[src/rtl/mux_rr_stream.sv]
`default_nettype none
// ============================================================================
// mux_rr_stream : CH_NUM-to-1 valid/ready stream mux with a registered output,
//                 explicit select or work-conserving round-robin arbitration.
// Revision      : 1.0
// ============================================================================
module mux_rr_stream #(
  parameter int CH_NUM = 4,
  parameter int DW     = 2,
  parameter int SW     = $clog2(CH_NUM)
) (
  input  logic                 clk,
  input  logic                 rst_n,
  input  logic                 mode,
  input  logic [SW-1:0]        sel,
  input  logic [CH_NUM-1:0]    in_valid,
  input  logic [CH_NUM*DW-1:0] in_data,
  output logic [CH_NUM-1:0]    in_ready,
  output logic                 out_valid,
  output logic [DW-1:0]        out_data,
  output logic [SW-1:0]        out_ch,
  input  logic                 out_ready
);

  localparam logic [SW-1:0] c_last_ch = SW'(CH_NUM - 1);

  logic          r_out_valid;
  logic [DW-1:0] r_out_data;
  logic [SW-1:0] r_out_ch;
  logic [SW-1:0] r_ptr;

  logic          w_load_en;
  logic          w_sel_hit;
  logic          w_rr_hi_found;
  logic [SW-1:0] w_rr_hi_idx;
  logic          w_rr_lo_found;
  logic [SW-1:0] w_rr_lo_idx;
  logic          w_grant_found;
  logic [SW-1:0] w_grant_idx;
  logic [DW-1:0] w_grant_data;
  logic          w_in_xfer;
  logic [SW-1:0] w_ptr_next;

  assign w_load_en = !r_out_valid || out_ready;

  // Comparing against every legal index means an out-of-range sel simply never hits.
  always_comb begin
    w_sel_hit = 1'b0;
    for (int i = 0; i < CH_NUM; i++) begin
      if ((sel == SW'(i)) && in_valid[i]) begin
        w_sel_hit = 1'b1;
      end
    end
  end

  // Lowest valid index at or above ptr, else lowest valid index overall (wrap).
  always_comb begin
    w_rr_hi_found = 1'b0;
    w_rr_hi_idx   = '0;
    w_rr_lo_found = 1'b0;
    w_rr_lo_idx   = '0;
    for (int i = CH_NUM - 1; i >= 0; i--) begin
      if (in_valid[i]) begin
        w_rr_lo_found = 1'b1;
        w_rr_lo_idx   = SW'(i);
        if (SW'(i) >= r_ptr) begin
          w_rr_hi_found = 1'b1;
          w_rr_hi_idx   = SW'(i);
        end
      end
    end
  end

  always_comb begin
    w_grant_found = 1'b0;
    w_grant_idx   = '0;
    if (!mode) begin
      w_grant_found = w_sel_hit;
      w_grant_idx   = sel;
    end else if (w_rr_hi_found) begin
      w_grant_found = 1'b1;
      w_grant_idx   = w_rr_hi_idx;
    end else begin
      w_grant_found = w_rr_lo_found;
      w_grant_idx   = w_rr_lo_idx;
    end
  end

  always_comb begin
    w_grant_data = '0;
    for (int i = 0; i < CH_NUM; i++) begin
      if (w_grant_idx == SW'(i)) begin
        w_grant_data = in_data[i*DW +: DW];
      end
    end
  end

  for (genvar gi = 0; gi < CH_NUM; gi++) begin : g_ready
    assign in_ready[gi] = w_grant_found && w_load_en && (w_grant_idx == SW'(gi));
  end

  assign w_in_xfer  = w_grant_found && w_load_en;
  assign w_ptr_next = (w_grant_idx == c_last_ch) ? '0 : (w_grant_idx + SW'(1));

  always_ff @(posedge clk or negedge rst_n) begin
    if (!rst_n) begin
      r_out_valid <= 1'b0;
      r_out_data  <= '0;
      r_out_ch    <= '0;
      r_ptr       <= '0;
    end else begin
      if (w_in_xfer) begin
        r_out_valid <= 1'b1;
        r_out_data  <= w_grant_data;
        r_out_ch    <= w_grant_idx;
        if (mode) begin
          r_ptr <= w_ptr_next;
        end
      end else if (out_ready) begin
        r_out_valid <= 1'b0;
      end
    end
  end

  assign out_valid = r_out_valid;
  assign out_data  = r_out_data;
  assign out_ch    = r_out_ch;

endmodule
`default_nettype wire

[config.mk]
export PLATFORM = sky130hd
export DESIGN_NAME = mux_rr_stream
export DESIGN_NICKNAME = d
export VERILOG_FILES = /design/src/rtl/mux_rr_stream.sv
export SDC_FILE = /design/constraint.sdc
export NUM_CORES = 1
export LEC_CHECK = 0
export BUFFER_PORTS_ARGS = -buffer_cell sky130_fd_sc_hd__buf_2
export CAP_MARGIN = 25
export CORE_AREA = 2 2 42 44
export DETAILED_ROUTE_END_ITERATION = 12
export DIE_AREA = 0 0 44 46
export GPL_ROUTABILITY_DRIVEN = 0
export GPL_TIMING_DRIVEN = 0
export PLACE_DENSITY = 0.76
export REMOVE_ABC_BUFFERS = 1
export SLEW_MARGIN = 0
export SYNTH_ARGS = -nofsm -noshare
export SYNTH_HDL_FRONTEND = slang
export SYNTH_SLANG_ARGS = --single-unit
[constraint.sdc]
create_clock -name clk -period 3 [get_ports clk]
set_clock_uncertainty 0.15 [all_clocks]
set_input_delay 0.6 -clock clk [delete_from_list [all_inputs] [get_ports clk]]
set_output_delay 0.6 -clock clk [all_outputs]
set_load 0.05 [all_outputs]
== Yosys cells after proc, flatten, opt, wreduce, memory -nomap -nowiden ==
Index checks and enable logic that the tools add are counted.

* Register bits: 7
* Logic and storage cells: 69

* Add/sub/neg operators: 1
* $lt $le $gt $ge: 4
* Equal/unequal tests: 6
* Multiplexer cells: 39
* Reductions and logical operators: 15

{| class="wikitable"
|+ Operators with widths
! operator !! count
|-
| 2-to-1 mux 2 bit || 19
|-
| 2-to-1 mux 1 bit || 20
|-
| logical AND 1 bit || 9
|-
| == test 2 bit, second input constant || 4
|-
| == test 2 x 1 -> 1 bit, second input constant || 2
|-
| greater-or-equal comparator 1 x 2 -> 1 bit, first input constant || 2
|-
| greater-or-equal comparator 2 bit, first input constant || 2
|-
| zero test 2 bit || 2
|-
| adder 2 x 1 -> 2 bit, second input constant || 1
|-
| AND reduction 2 bit || 1
|-
| nonzero test 2 bit || 1
|-
| zero test 1 bit || 1
|-
| logical OR 1 bit || 1
|}

== Longest topological paths before layout ==
Gate-level depths: netlist of run 1.

* Word-level depth: 16
* Gate-level depth with buffers: 9
* Gate-level depth less buffers: 9

== Worst setup path after synthesis of run 1 ==
OpenSTA, ideal clock, no wires.

* Path kind: input-to-output
* Start point: input port in_valid[3]
* End point: output port in_ready[3]
* Data arrival time: 1971 ps
* Required time: 2250 ps
* Path slack: 279 ps
* Cell stages on the path: 5
* Path through: nand2b_1 -> a21boi_1 -> o32ai_1 -> ha_1 -> and2_1

* Word-level cells in the longest chain between the ends: 11
* Elaborated cells between the ends (all ways): 31

{| class="wikitable"
|+ Ends and longest elaborated chain
! what !! line !! source
|-
| start: declaration || 16 || <nowiki>input logic [CH_NUM-1:0] in_valid,</nowiki>
|-
| 2-to-1 mux 2 bit / 2-to-1 mux 1 bit (equally long branches) || 63 || <nowiki>if (in_valid[i]) begin</nowiki>
|-
| 2-to-1 mux 2 bit / 2-to-1 mux 1 bit (equally long branches) || 66 || <nowiki>if (SW'(i) >= r_ptr) begin</nowiki>
|-
| 2-to-1 mux 2 bit / 2-to-1 mux 1 bit (equally long branches) || 63 ||
|-
| 2-to-1 mux 2 bit / 2-to-1 mux 1 bit (equally long branches) || 66 ||
|-
| 2-to-1 mux 2 bit / 2-to-1 mux 1 bit (equally long branches) || 63 ||
|-
| 2-to-1 mux 2 bit / 2-to-1 mux 1 bit (equally long branches) || 66 ||
|-
| 2-to-1 mux 2 bit / 2-to-1 mux 1 bit (equally long branches) || 63 ||
|-
| 2-to-1 mux 2 bit * || 80 || <nowiki>end else if (w_rr_hi_found) begin</nowiki>
|-
| 2-to-1 mux 2 bit * || 77 || <nowiki>if (!mode) begin</nowiki>
|-
| net w_grant_idx[0] || 39 || <nowiki>logic [SW-1:0] w_grant_idx;</nowiki>
|-
| == test 2 bit * || 99 || <nowiki>assign in_ready[gi] = w_grant_found && w_load_en && (w_grant_idx == SW'(gi));</nowiki>
|-
| logical AND 1 bit * || 99 ||
|-
| end: declaration || 18 || <nowiki>output logic [CH_NUM-1:0] in_ready,</nowiki>
|}

The timed path passes the listed nets; every way through them passes the cells marked *.

== Worst setup path after layout of run 1 ==
Ends and elaborated chain as after synthesis.

==> results of run 1 <==
## cell usage after synthesis
| library cell | n |
|---|---|
| a21oi_1 | 6 |
| o32ai_1 | 2 |
| nor4_2 | 1 |
| a21boi_1 | 1 |
| nor2b_1 | 1 |
| inv_1 | 7 |
| nand2_1 | 7 |
| nand2b_1 | 5 |
| a22o_1 | 2 |
| and2_1 | 4 |
| dfrtp_1 | 7 |
| mux2i_1 | 2 |
| buf_6 | 1 |
| nand3b_1 | 1 |
| nand3_1 | 1 |
| and3_1 | 1 |
| o21ai_0 | 3 |
| a21boi_0 | 1 |
| nor2_1 | 1 |
| mux2_4 | 4 |
| a22oi_1 | 1 |
| ha_1 | 4 |
| o31ai_1 | 2 |
## final cells by class
cell class / instances / area share (%)
tap: 17 / 2.778
multi-input combinational: 50 / 50.49
inverter: 7 / 3.431
sequential: 7 / 22.88
timing repair buffer: 26 / 16.99
clock buffer: 4 / 3.431
## flip-flops by register name, summed over array words and instances (netlist names)
register,count
out_ch,2
out_data,2
r_ptr,2
out_valid,1
## critical path, stage by stage
cell	delay [ps]
buf_2	130
nand2b_1	120
a21boi_1	70
o32ai_2	460
ha_1	340
and2_1	150
buf_2	250
## worst paths after layout
path	endpoint	slack, ps	depth (start not counted)
min in group clk	out_ch[1]$_DFFE_PN0P_	360	1
worst min-delay path	r_ptr[0]$_DFFE_PN0P_	20	1
worst max register to register	out_data[1]$_DFFE_PN0P_	550	9
max in group asynchronous	out_data[1]$_DFFE_PN0P_	2530	1
worst min register to register	out_ch[1]$_DFFE_PN0P_	360	1
worst max-delay path	in_ready[3]	130	7
## power groups by stage
stage / sequential [mW] / combinational (mW) / clock [mW]
floorplan: 0.205 / 0.112 / 0
global placement: 0.140 / 0.232 / 0
detailed placement: 0.143 / 0.237 / 0
CTS: 0.142 / 0.243 / 0.0855
global route: 0.145 / 0.262 / 0.0935
finish: 0.143 / 0.242 / 0.0840
## metrics by stage
stage	worst slack [ps]	power (mW)
finish	125.5	0.4693
CTS	154.9	0.4704
detailed placement	-60.11	0.3802
floorplan	278.6	0.3169
global route	4.746	0.5003
global placement	-2.382	0.3719
## cell families (layout without fill, tap and decap cells)
family                     Yosys count  count (layout)  share of synthesized area [%]
buffers and inverters                8              37                          6.425
DFF                                  7               7                          29.98
and+or+nand+nor                     22              22                          21.20
AOI/OAI and AO/OA                   18              18                          20.13
adders and majority gates            4               4                          8.566
muxes                                6               6                          13.71
## per-layer routing
layer  vias to the layer above  GRT usage, %
met3                         3         2.381
li1                        288             -
met4                         0         5.455
met5                         -             0
met1                       262         18.47
met2                        21         25.88
## repair_timing
action,4_1_cts,5_1_grt
pin swaps,0,1
resized for setup,2,0
endpoints found under the setup margin,4,1
==> impl_metrics.yaml, run 1 <==
route:
  wl_um: 1393
  drt.antenna.violating_nets: 0
  vias_per_cell: 5.171
  drcViolationCount: 0
  wire_per_inst_um: 12.55
  vias: 574
  drt-met1-wl_um: 568
  drt_iter0_drc: 16
  dr_wl_met2_um: 712
  dr.max_layer_used: "met4"
  first_pass_iters: 4
  wl_met3_um: 93
floorplan:
  core_sq_um: 1614
  initial_core_util_pct: 36.20
  die_w_um: 44
  io_pins: 27
  num_rows: 15
  die-area_sq_um: 2024
  fp.dieH_um: 46
placed_design:
  placed_area_sq_um: 724.4
  place.detailed.hpwl_um: 1084
  placedCellCount: 107
  portBuffers: 26
grt:
  grt_pass1_wl_um: 2214
  grt_max_degree: 9
  grtUsageTotal_pct: 14.89
  grt_pass1_vias: 528
  antenna_found_initial: 0
  grt.overflow.total: 0
critical_path:
  crit_start: "in_valid[3]"
  r2r-start: "r_ptr[1]$_DFFE_PN0P_"
  path_max_fanout: 6
  path_class: "primary input to output port"
  cp.arrival_ps: 2120
  crit_required_ps: 2250
  cp-start-kind: "primary input"
  end_kind: "output port"
clock_network:
  post_cts_buffers: 0
  cts_tree: "built"
  hold_buffers: 0
  clock-sinks: 7
  insertion_delay_ps: 250
  cts-buffers-inserted: 3
  root_buffer: "clkbuf_4"
  clk_pin_slew_ps: 50
  htreeDepth: 1
  cts_buffer_depth: 2
final_layout:
  n_antenna_cell: 0
  filler_cell_count: 152
  fin_nets: 117
  area_delta_synth_final_pct: 31.05
  final_common_cell: "buf_2"
  drive_above_1_share_pct: 38.30
  register_area_sq_um: 175.2
  multi_input_area_sq_um: 386.6
  fin_area_sq_um: 765.7
  finalNonFillerCells: 111
  postLayoutCoreUtil_pct: 47.44
  layout_common_cells: "buf_2, inv_1, nand2_1, dfrtp_1, a21oi_1"
synth:
  synth_top_cell_by_area: "dfrtp_1"
  yosys-top-cells-area: "dfrtp_1, mux2_4, ha_1"
  ys_seq_area_share_pct: 29.98
  synth_cell_types: 23
  synthCells: 65
  synth_top_area_share_pct: 29.98
  syn_area_sq_um: 584.3
  yosysWarnings: 0
  ys_ff_latch: 7
  syn_avg_cell_area_sq_um: 8.989
power_and_ir_drop:
  cellLeakagePower_nw: 0.4068
  peakVddDrop_mv: 0.2360
  power.share.sequential_pct: 30.5
  p_sw_uw: 210.8
  power_density_nw_per_um2: 612.8
  p_int_uw: 258.4
  clkPwrFrac_pct: 17.9
  p_comb_share_pct: 51.6
  swShare_pct: 44.93
timing:
  slew-limit-headroom_pct: 69.11
  whs_ps: 18.85
  hold_viol_final: 0
  worst_pin_slew_ps: 463.3
  fmax_mhz: 347.9
  rsz0062_at_grt: "false"
  setup_viol: 0
  setup_tns_ps: 0
  min_period_over_period_pct: 95.82
  final_max_slew_viol_count: 0
  period_needed_ps: 2874
run:
  maxCapViolCount: 0
hold_path:
  min_path_type: "primary input to async pin"
run_status:
  status: "finished, final reports clean"
(Power assumes the default switching activity.)
==> inputs of run 2 (changes only) <==
--- a/config.mk
+++ b/config.mk
@@ -7,12 +7,14 @@
 export LEC_CHECK = 0
 export BUFFER_PORTS_ARGS = -buffer_cell sky130_fd_sc_hd__buf_2
 export CAP_MARGIN = 25
-export CORE_AREA = 2 2 42 44
+export CORE_AREA = 2 2 40 42
 export DETAILED_ROUTE_END_ITERATION = 12
-export DIE_AREA = 0 0 44 46
+export DIE_AREA = 0 0 42 44
 export GPL_ROUTABILITY_DRIVEN = 0
 export GPL_TIMING_DRIVEN = 0
-export PLACE_DENSITY = 0.76
+export HOLD_SLACK_MARGIN = 0.15
+export PLACE_DENSITY = 0.82
+export RECOVER_POWER = 50
 export REMOVE_ABC_BUFFERS = 1
 export SLEW_MARGIN = 0
 export SYNTH_ARGS = -nofsm -noshare
==> impl_metrics.yaml, run 2 (same netlist as run 1, synthesis figures left out) <==
clock_network:
  clock-sinks: 7
  clk_pin_slew_ps: 50
  root_buffer: "clkbuf_4"
  post_cts_buffers: 0
  cts-buffers-inserted: 3
  cts_tree: "built"
  insertion_delay_ps: 240
  cts_buffer_depth: 2
  htreeDepth: 1
grt:
  antenna_found_initial: 0
  grt_max_degree: 9
  grt_pass1_wl_um: 2125
  grt.overflow.total: 0
  grt_pass1_vias: 488
  grtUsageTotal_pct: 14.52
timing:
  hold_viol_final: 0
  min_period_over_period_pct: 95.47
  final_max_slew_viol_count: 0
  setup_viol: 0
  slew-limit-headroom_pct: 60.40
  period_needed_ps: 2864
  worst_slack_ps: 136.0
  worst_pin_slew_ps: 596.5
  rsz0062_at_grt: "true"
  fmax_mhz: 349.2
  whs_ps: 371.8
floorplan:
  fp.dieH_um: 44
  core_sq_um: 1419
  num_rows: 14
  die-area_sq_um: 1848
  initial_core_util_pct: 41.18
  io_pins: 27
  die_w_um: 42
final_layout:
  layout_common_cells: "buf_2, inv_1, nand2_1, dfrtp_1, a21oi_1"
  final_common_cell: "buf_2"
  filler_cell_count: 136
  n_antenna_cell: 0
  area_delta_synth_final_pct: 32.12
  fin_nets: 118
  drive_above_1_share_pct: 35.79
  postLayoutCoreUtil_pct: 54.41
critical_path:
  path_max_fanout: 6
  crit_slowest_cell: "o32ai_2"
  cp-start-kind: "primary input"
  crit_chain: "buf_2, nand2b_1, a21boi_1, o32ai_2, ha_1, and2_1, buf_2"
  crit_required_ps: 2250
  slowest_delay_ps: 440
  end_kind: "output port"
  path_class: "primary input to output port"
  cp.arrival_ps: 2110
  cp_common_cell: "buf_2"
placed_design:
  pre_cts_ws_ps: -66.71
  portBuffers: 26
  place.detailed.hpwl_um: 1065
run_status:
  status: "finished, final reports clean"
route:
  drt.antenna.violating_nets: 0
  vias_per_cell: 5.045
  wire_per_inst_um: 12.00
  first_pass_iters: 4
  drcViolationCount: 0
  wl_um: 1332
  drt_iter0_drc: 16
  vias: 560
power_and_ir_drop:
  p_int_uw: 255.0
  p_sw_uw: 209.8
  peakVddDrop_mv: 0.2594
  power.share.sequential_pct: 30.6
  cellLeakagePower_nw: 0.4062
  p_comb_share_pct: 52.0
  clkPwrFrac_pct: 17.3
  swShare_pct: 45.14
  power_density_nw_per_um2: 602.0
hold_path:
  min_path_type: "flop to flop"
run:
  maxCapViolCount: 0
run 2: cell types whose count changed in the layout (fill, tap and decap cells not counted):
cell	previous run	this run
buf_2	26	23
clkbuf_1	1	3
clkinv_2	0	1
dlygate4sd3_1	0	1
run 2: worst paths after layout:
kind                                    startpoint                 endpoint  slack [ps]  depth (start not counted)
max reg2reg                   r_ptr[1]$_DFFE_PN0P_  out_data[0]$_DFFE_PN0P_         600                          9
min reg2reg                out_data[1]$_DFFE_PN0P_  out_data[1]$_DFFE_PN0P_         370                          1
max                                    in_valid[3]              in_ready[3]         140                          7
min                        out_data[1]$_DFFE_PN0P_  out_data[1]$_DFFE_PN0P_         370                          1
min in group asynchronous                    rst_n    out_ch[0]$_DFFE_PN0P_         620                          2
max in group asynchronous                    rst_n  out_data[1]$_DFFE_PN0P_        1830                          2
run 2: per-stage QoR:
stage	setup TNS (ps)	instances	power (mW)	area (sq um)
finish	0	111	0.4648	772.0
global route	-34.05	111	0.4940	772.0
CTS	0	111	0.4692	775.7
detailed placement	-136.7	106	0.3820	723.2
global placement	-22.99	106	0.3725	723.2
floorplan	0	64	0.3169	573.1
run 2: final cells by class:
type | count | area [sq um] | area share (%)
repair buffers | 27 | 136.4 | 17.67
inverters | 7 | 26.28 | 3.404
clock inverters | 1 | 5.005 | 0.6483
flip-flops and latches | 7 | 175.2 | 22.69
clock buffers | 3 | 22.52 | 2.917
well taps | 16 | 20.02 | 2.593
multi-input cells | 50 | 386.6 | 50.08
run 2: what timing repair did:
action                                  CTS  global route
gates resized for setup                   2             0
endpoints found under the setup margin    4             2
hold buffers                              1             0
pin swaps                                 0             1
hold endpoints to repair                  7             0
run 2: routing by layer:
metal	track usage, %	part of all wire, %	wire [um]
met5	0	0	0
met4	1.935	0.60	8
met3	1.250	2.5	33
met2	25.94	53	712
met1	19.69	43	577
run 2: worst max-delay path: cells and delay by family:
kind	cells	cell delay, ps
buf+inv	2	390
fa+ha+maj	1	350
compound gates	2	500
simple gates	2	260
run 2: power groups by stage:
stage / Clock (mW) / Combinational, mW / Sequential (mW)
3_3_place_gp: 0 / 0.231 / 0.141
4_1_cts: 0.0817 / 0.245 / 0.142
6_report: 0.0805 / 0.242 / 0.142
2_1_floorplan: 0 / 0.112 / 0.205
5_1_grt: 0.0887 / 0.259 / 0.147
3_5_place_dp: 0 / 0.238 / 0.144
